<file path="src/rtl/cpu_pkg.sv">
// Shared definitions for the 8-bit CPU front end: instruction geometry,
// field positions and the fetch-sequencer state encoding.
package cpu_pkg;

  localparam int DEPTH = 16;
  localparam int AW    = 4;
  localparam int IW    = 21;

  localparam int Z_BIT    = 20;
  localparam int OP_MSB   = 19;
  localparam int OP_LSB   = 17;
  localparam int IMM_MSB  = 16;
  localparam int IMM_LSB  = 9;
  localparam int SRC1_MSB = 8;
  localparam int SRC1_LSB = 6;
  localparam int SRC2_MSB = 5;
  localparam int SRC2_LSB = 3;
  localparam int DST_MSB  = 2;
  localparam int DST_LSB  = 0;

  typedef enum logic [1:0] {
    S_IDLE,
    S_RUN,
    S_STEP,
    S_DONE
  } seq_state_t;

endpackage

</file>
<file path="src/rtl/instr_sequencer_if.sv">
// Host/control side of the instruction sequencer: program load, run control
// and the issued instruction stream with its status.
interface instr_sequencer_if #(
  parameter int AW = cpu_pkg::AW,
  parameter int IW = cpu_pkg::IW
);
  logic          prog_we;
  logic [AW-1:0] prog_addr;
  logic [IW-1:0] prog_data;
  logic          start;
  logic [AW:0]   len;
  logic          step_mode;
  logic          step;
  logic          halt_req;
  logic [IW-1:0] instruction;
  logic          ld;
  logic [AW-1:0] pc;
  logic          busy;
  logic          done;

  modport master (
    output prog_we, prog_addr, prog_data, start, len, step_mode, step, halt_req,
    input  instruction, ld, pc, busy, done
  );

  modport slave (
    input  prog_we, prog_addr, prog_data, start, len, step_mode, step, halt_req,
    output instruction, ld, pc, busy, done
  );
endinterface

</file>
<file path="src/rtl/instr_sequencer_prog_ram.sv">
// Program buffer: synchronous write, combinational read. Contents are
// deliberately not reset so a program survives a sequencer reset.
module prog_ram #(
  parameter int DEPTH = 16,
  parameter int AW    = 4,
  parameter int IW    = 21
) (
  input  logic          clk,
  input  logic          we,
  input  logic [AW-1:0] waddr,
  input  logic [IW-1:0] wdata,
  input  logic [AW-1:0] raddr,
  output logic [IW-1:0] rdata
);
  logic [IW-1:0] mem [DEPTH];

  always_ff @(posedge clk) begin
    if (we) mem[waddr] <= wdata;
  end

  assign rdata = mem[raddr];
endmodule

</file>
<file path="src/rtl/instr_sequencer.sv">
// Fetch sequencer: issues host-loaded instruction words to the CPU one per
// cycle (RUN) or per step pulse (STEP), with a one-cycle ld strobe per word.
module instr_sequencer
  import cpu_pkg::*;
#(
  parameter int DEPTH = cpu_pkg::DEPTH,
  parameter int AW    = cpu_pkg::AW
) (
  input  logic              clk,
  input  logic              rst,
  instr_sequencer_if.slave  bus
);
  seq_state_t    state;
  logic [AW-1:0] pc;
  logic [AW:0]   len_q;
  logic [AW:0]   issued;
  logic [AW:0]   issued_nxt;
  logic [IW-1:0] instr_q;
  logic [IW-1:0] rd_data;
  logic          ld_q;
  logic          idle_like;
  logic          can_issue;
  logic          wr_en;

  always_comb begin
    idle_like  = (state == S_IDLE) || (state == S_DONE);
    issued_nxt = issued + 1'b1;
    can_issue  = !bus.halt_req &&
                 ((state == S_RUN) || ((state == S_STEP) && bus.step));
    wr_en      = bus.prog_we && idle_like;
  end

  prog_ram #(.DEPTH(DEPTH), .AW(AW), .IW(IW)) u_prog_ram (
    .clk   (clk),
    .we    (wr_en),
    .waddr (bus.prog_addr),
    .wdata (bus.prog_data),
    .raddr (pc),
    .rdata (rd_data)
  );

  always_ff @(posedge clk or negedge rst) begin
    if (!rst) begin
      state   <= S_IDLE;
      pc      <= '0;
      len_q   <= '0;
      issued  <= '0;
      instr_q <= '0;
      ld_q    <= 1'b0;
    end else begin
      ld_q    <= 1'b0;
      instr_q <= '0;
      case (state)
        S_IDLE, S_DONE: begin
          if (bus.start) begin
            pc     <= '0;
            issued <= '0;
            len_q  <= bus.len;
            if (bus.len == '0)     state <= S_DONE;
            else if (bus.step_mode) state <= S_STEP;
            else                    state <= S_RUN;
          end
        end
        S_RUN, S_STEP: begin
          if (bus.halt_req) begin
            state <= S_DONE;
          end else if (can_issue) begin
            instr_q <= rd_data;
            ld_q    <= 1'b1;
            pc      <= pc + 1'b1;
            issued  <= issued_nxt;
            // Termination uses the count, since pc wraps to 0 when len == DEPTH
            if (issued_nxt == len_q) state <= S_DONE;
          end
        end
        default: state <= S_IDLE;
      endcase
    end
  end

  assign bus.instruction = instr_q;
  assign bus.ld          = ld_q;
  assign bus.pc          = pc;
  assign bus.busy        = (state == S_RUN) || (state == S_STEP);
  assign bus.done        = (state == S_DONE);
endmodule

</file>
<file path="src/flat_wrapper.sv">
// flat-port wrapper written by rule: the top's interface ports become plain ports
module instr_sequencer_flat import cpu_pkg::*;
#(
  parameter int DEPTH = cpu_pkg::DEPTH,
  parameter int AW    = cpu_pkg::AW
)
  (clk, rst, bus_prog_we, bus_prog_addr, bus_prog_data, bus_start, bus_len, bus_step_mode, bus_step, bus_halt_req, bus_instruction, bus_ld, bus_pc, bus_busy, bus_done);
  instr_sequencer_if #(.AW(AW)) bus_i ();
  input  logic clk;
  input  logic rst;
  input wire logic [$bits(bus_i.prog_we)-1:0] bus_prog_we;
  input wire logic [$bits(bus_i.prog_addr)-1:0] bus_prog_addr;
  input wire logic [$bits(bus_i.prog_data)-1:0] bus_prog_data;
  input wire logic [$bits(bus_i.start)-1:0] bus_start;
  input wire logic [$bits(bus_i.len)-1:0] bus_len;
  input wire logic [$bits(bus_i.step_mode)-1:0] bus_step_mode;
  input wire logic [$bits(bus_i.step)-1:0] bus_step;
  input wire logic [$bits(bus_i.halt_req)-1:0] bus_halt_req;
  output wire logic [$bits(bus_i.instruction)-1:0] bus_instruction;
  output wire logic [$bits(bus_i.ld)-1:0] bus_ld;
  output wire logic [$bits(bus_i.pc)-1:0] bus_pc;
  output wire logic [$bits(bus_i.busy)-1:0] bus_busy;
  output wire logic [$bits(bus_i.done)-1:0] bus_done;
  assign bus_i.prog_we = bus_prog_we;
  assign bus_i.prog_addr = bus_prog_addr;
  assign bus_i.prog_data = bus_prog_data;
  assign bus_i.start = bus_start;
  assign bus_i.len = bus_len;
  assign bus_i.step_mode = bus_step_mode;
  assign bus_i.step = bus_step;
  assign bus_i.halt_req = bus_halt_req;
  assign bus_instruction = bus_i.instruction;
  assign bus_ld = bus_i.ld;
  assign bus_pc = bus_i.pc;
  assign bus_busy = bus_i.busy;
  assign bus_done = bus_i.done;
  instr_sequencer #(.DEPTH(DEPTH), .AW(AW)) u_core (.clk(clk), .rst(rst), .bus(bus_i));
endmodule
</file>
<file path="config.mk">
export PLATFORM = sky130hd
export DESIGN_NAME = instr_sequencer_flat
export DESIGN_NICKNAME = d
export VERILOG_FILES = /design/src/rtl/cpu_pkg.sv /design/src/rtl/instr_sequencer_if.sv /design/src/rtl/instr_sequencer_prog_ram.sv /design/src/rtl/instr_sequencer.sv /design/src/flat_wrapper.sv
export SDC_FILE = /design/constraint.sdc
export NUM_CORES = 1
export LEC_CHECK = 0
export ABC_AREA = 1
export BUFFER_PORTS_ARGS = -buffer_cell sky130_fd_sc_hd__clkbuf_2
export CAP_MARGIN = 20
export CORE_ASPECT_RATIO = 0.6
export CORE_MARGIN = 4
export CORE_UTILIZATION = 27
export DETAILED_ROUTE_END_ITERATION = 10
export PLACE_DENSITY = 0.44
export SLEW_MARGIN = 20
export SYNTH_ARGS = -nofsm -noshare
export SYNTH_HDL_FRONTEND = slang
export SYNTH_SLANG_ARGS = --single-unit
</file>
<file path="constraint.sdc">
create_clock -name clk -period 2.4 [get_ports clk]
set_clock_uncertainty 0.2 [all_clocks]
set_input_delay 0.12 -clock clk [delete_from_list [all_inputs] [get_ports clk]]
set_output_delay 0.12 -clock clk [all_outputs]
set_load 0.02 [all_outputs]
</file>
# Yosys cells after proc, flatten, opt, wreduce, memory -nomap -nowiden
# Memories as Yosys holds them, arrays and structs flattened.
# Cells that the tools add are included.
# Widths: inputs -> output; s select.
# classes
addsub	2
eq_ne	9
mux	23
n_reduce_logical	14
# ops
op	n
$mux 21	3
$mux 5	3
$mux 2	6
$mux 4	3
$pmux 5 s2	1
$pmux 4 s2	1
$ne 3x2->1 const B	2
$reduce_and 3->1	2
$add 5x1->5 const B	1
$eq 5x5->1	1
$logic_not 5->1	1
$mux 1	5
$add 4x1->4 const B	1
$eq 2x2->1 const B	2
$ne 2x2->1 const B	2
$pmux 2 s2	1
$reduce_or 2->1	2
$logic_and 1x1->1	3
$logic_or 1x1->1	3
$eq 2x1->1 const B	1
$logic_not 2->1	1
$ne 2x1->1 const B	1
$reduce_and 2->1	1
$logic_not 1->1	1
# word_totals
regBits	38
ramBits	336
inputBits	37
out_inout_bits	28
word_cells	55
mem_count	1
# memory_table
name	words	word_bits	read_ports	rd_clocked_by_memory_dff	wr	line_no	rtl
u_core.u_prog_ram.mem	16	21	1	0	1	instr_sequencer_prog_ram.sv:15	logic [IW-1:0] mem [DEPTH];

# Longest topological paths before layout
# depth
ltp_word	7
depth_mapped	12
ltp_nobuf	12

# By module
# From an unflattened synthesis, not the netlist that was laid out.
# hier_totals
cells_unflattened	1565
area_unflattened_um2	16129.2
# by_module_without_submodules
module	n_inst	cells_each	area_per_inst_um2
prog_ram	1	1380	14503.9
instr_sequencer	1	185	1625.3

# Worst setup path before layout
# Ideal clock, no wire load.
# synth_timing
kind	reg-to-reg
from	reg u_core.state[0]
to	mem u_core.u_prog_ram.mem[0][0], enable pin
setup_ns	0.399
arrival_ns	1.929
path_slack_ns	-0.127
stages_incl_launch_ff	7
n_path_buf	0
cell_sequence	dfrtp_1 -> inv_1 -> ha_1 -> nand2_1 -> inv_1 -> nand3_1 -> nor2_1
# synth_via
elab_chain_cells	5
# synth_rtl
element	line_no	rtl
start: declaration	instr_sequencer.sv:13	seq_state_t state;
start signal: assignment	instr_sequencer.sv:44	state <= S_IDLE;
start signal: assignment	instr_sequencer.sv:59	if (bus.len == '0) state <= S_DONE;
start signal: assignment	instr_sequencer.sv:60	else if (bus.step_mode) state <= S_STEP;
$eq 2x2->1 / $logic_not 2->1 (equally long branches)	instr_sequencer.sv:26	idle_like = (state == S_IDLE) || (state == S_DONE);
$logic_or 1x1->1 (*)	instr_sequencer.sv:26	
$logic_and 1x1->1 (*)	instr_sequencer.sv:30	wr_en = bus.prog_we && idle_like;
$mux 1 (*)	instr_sequencer_prog_ram.sv:18	if (we) mem[waddr] <= wdata;
$mux 1 (implied by the code) (*)	instr_sequencer_prog_ram.sv:18	
end: declaration	instr_sequencer_prog_ram.sv:15	
# Every way passes the cells marked *; elsewhere a longest branch is shown, timed or not.

# Worst setup path in the final report
# layout_timing
from	reg u_core.state[0]
to	reg u_core.len_q[2]
# layout_via
elab_chain_cells	3
# layout_rtl
element	line_no	rtl
$eq 2x2->1 / $logic_not 2->1 (equally long branches)	instr_sequencer.sv:53	case (state)
$reduce_or 2->1 (*)	instr_sequencer.sv:53	
$reduce_and 2->1 (no source line) (*)	--	
end signal: assignment	instr_sequencer.sv:58	len_q <= bus.len;
end: declaration	instr_sequencer.sv:15	logic [AW:0] len_q;
# Marks and branches as above.
# A chain may end at the register's enable or synchronous reset.

==> out/metrics.yaml <==
critical_path:
  crit_type: "reg2reg"
  end_kind: "flip-flop"
  reg2reg_slack_ns: 0.10
  ff2ff_path_depth: 9
  cp_max_fo: 9
  cp_slowest_cell: "dlygate4sd3_1"
  cp_top_family: "buffers and inverters"
  rr_startpoint: "u_core.state[0]"
  worst_ep_arrival_time_ns: 2.51
  crit_chain: "inv_1, ha_1, buf_4, nand2_1, buf_4, inv_1, nand2_1, nand2_1, dlygate4sd3_1"
  crit_path_max_incr_delay_ns: 0.55
  required_ns: 2.61
  rr_endpoint: "u_core.len_q[2]"
  start_kind: "flip-flop"
  critPathBufInv: 5
  cp_common_cell: "nand2_1"
detailed_routing:
  first_pass_iters: 5
  postRouteAntennaNets: 0
  routed_wl_um: 43700
  first_iter_violations: 920
  route.detailed.drc: 0
  vias_per_cell: 4.80
  routedWlPerCell_um: 21.6
  dr_total_vias: 9724
cells_and_area:
  finalNonFillerCells: 2024
  syn2layout_area_growth_pct: 22.7
  drive_gt1_frac: 0.156
  nets: 1334
  fillers: 5255
logic_synthesis:
  synth_area_leaders: "edfxtp_1 69%, dfrtp_1 6.5%, o21ai_0 6.0%, nor2_1 5.5%, nand2_1 2.7%"
  synth_seq_area_share: 0.751
  yosys.area.top_type_share: 0.686
  syn_nets: 1196
  async_flop_share: 0.102
  syn_inst: 1154
  synthFlopType: "edfxtp_1"
  ys_top_cells_by_count: "336 x edfxtp_1, 216 x nor2_1, 175 x o21ai_0"
  synth_area_um2: 14700
  synth_top_area_cell: "edfxtp_1"
  synth_cell_type_count: 25
  synth-edff-count: 336
  yosys_register_bits: 374
  avgSynthCellArea_um2: 12.7
  ys_warn_count: 0
  synth_most_common_cell: "edfxtp_1"
floorplanning:
  die-area_um2: 58400
  std_cell_rows: 65
  die_w_um: 309
  core_um2: 53200
  start_util: 0.277
  die_y_um: 189
  io_pins: 65
job:
  maxCapViolations: 0
clock_network:
  cts_root_buffer: "clkbuf_16"
  cts_tree: "built"
  clk_latency_ns: 0.54
  cts_setup_buffers: 0
  clockBufferDepth: 3
  cts.sinks: 374
  clkTransAtPathRegs_ns: 0.07
  cts_htree_levels: 2
  numCtsBuffers: 37
timing:
  min_period_ns: 2.30
  fmax_mhz: 435
  finalHoldViolations: 0
  setup_viol: 0
  rsz0062_at_grt: "no"
  tns_ns: 0
  holdWs_ns: 0.0751
  worst_slack_ns: 0.104
  tightest_slew_ns: 0.545
  min_period_over_period: 0.957
  finalMaxSlewViolations: 0
  relSlewSlack: 0.637
hold_path:
  hold-path-cell-count: 4
  hp-class: "in2reg"
  holdCritStartpoint: "bus_prog_addr[1]"
  hold_end: "u_core.u_prog_ram.mem[2][17]"
global_route:
  grt_first_pass_wirelength_um: 65400
  antenna_found_initial: 0
  grt_pass1_vias: 9506
  grt_max_degree: 72
  gr-total-overflow: 0
  grt_usage: 0.150
power_and_ir_drop:
  power_density_nw_per_um2: 1060
  finalPower_mw: 19.1
  p_leak_nw: 6.23
  p_sw_mw: 6.49
  p_int_mw: 12.6
  switching_share: 0.341
  vdd_drop_max_mv: 0.583
  power_frac_seq: 0.403
  p_clk_frac: 0.303
  power.share.combinational: 0.294
placed_design:
  dpl.cell_count: 1917
  dp_slack_ns: 0.133
  dpl.hpwl_um: 28000
  port-buffer-count: 64
  gp_congestion: 0.814
status:
  status: "completed"
==> per-stage QoR <==
step | utilization | area (um2)
2_1_floorplan | - | 14700
3_3_place_gp | 0.309 | 16500
3_5_place_dp | 0.309 | 16500
4_1_cts | 0.339 | 18000
5_1_grt | 0.339 | 18000
6_report | 0.339 | 18000
==> cell families (layout without fill, tap and decap cells) <==
| family | after synthesis | in the layout | share of synthesized area |
|---|---|---|---|
| flops | 374 | 374 | 0.751 |
| simple gates | 368 | 368 | 0.0989 |
| compound gates | 309 | 309 | 0.114 |
| buf+inv | 98 | 264 | 0.0325 |
| fa+ha+maj | 5 | 5 | 0.00425 |
| other cells | 0 | 1 | 0 |
==> timing repair <==
action	4_1_cts	5_1_grt
resized for setup	0	2
setup endpoints to repair	0	4
hold endpoints to repair	390	0
hold buffers	39	0
==> layout make-up <==
cell class | instances | area (um2) | area share
inverters | 27 | 106 | 0.00589
multi-input cells | 682 | 3290 | 0.182
repair buffers | 170 | 1530 | 0.0847
flip-flops and latches | 374 | 11000 | 0.612
clock buffers | 53 | 1070 | 0.0592
clock inverters | 14 | 116 | 0.00645
diodes | 1 | 2.50 | 0.000139
well taps | 703 | 880 | 0.0487
==> flip-flops by register name, summed over array words and instances (netlist names) <==
signal	flops
u_core.u_prog_ram.mem	336
u_core.bus.instruction	21
u_core.issued	5
u_core.len_q	5
u_core.bus.pc	4
u_core.state	2
u_core.bus.ld	1
==> cell usage in the layout, fill, tap and decap left out, drive strengths merged, types with 2 or more instances in the layout <==
cell type,count
dlygate4sd3,38
nand2,104
nand3,39
edfxtp,336
o21ai,227
dfrtp,38
inv,28
clkinv,11
o22ai,37
nor2,216
a21oi,24
bufinv,2
o221ai,21
nand3b,3
buf,67
ha,5
nand4,4
clkbuf,117
==> worst max-delay path by stage <==
stage	startpoint	cells after the start	to
after floorplan	u_core.state[0]	6	u_core.u_prog_ram.mem[0][0]
after global placement	u_core.bus.pc[1]	7	u_core.bus.instruction[18]
after detailed placement	u_core.bus.pc[1]	7	u_core.bus.instruction[18]
after CTS	u_core.bus.pc[1]	7	u_core.bus.instruction[18]
after global routing	u_core.state[0]	7	u_core.u_prog_ram.mem[0][2]
final	u_core.state[0]	9	u_core.len_q[2]
==> routing by layer <==
| metal | share of wire | track usage |
|---|---|---|
| met5 | 0 | 0 |
| met3 | 0.058 | 0.0293 |
| met4 | 0.013 | 0.0242 |
| met1 | 0.52 | 0.242 |
| met2 | 0.41 | 0.208 |
==> power groups by stage <==
stage | Sequential, mW | Clock (mW) | Combinational, mW
5_1_grt | 7.71 | 6.22 | 6.20
3_5_place_dp | 7.82 | 0 | 5.49
4_1_cts | 7.69 | 5.92 | 5.63
6_report | 7.68 | 5.78 | 5.60
3_3_place_gp | 7.82 | 0 | 5.51
2_1_floorplan | 7.83 | 0 | 3.20
==> tightest hold or removal path, delay by kind of cell <==
family | cells | cell delay (ns)
buffers and inverters | 2 | 0.29
AND/OR/NAND/NOR | 2 | 0.21
Note: power is estimated with default switching activity, not from simulation.
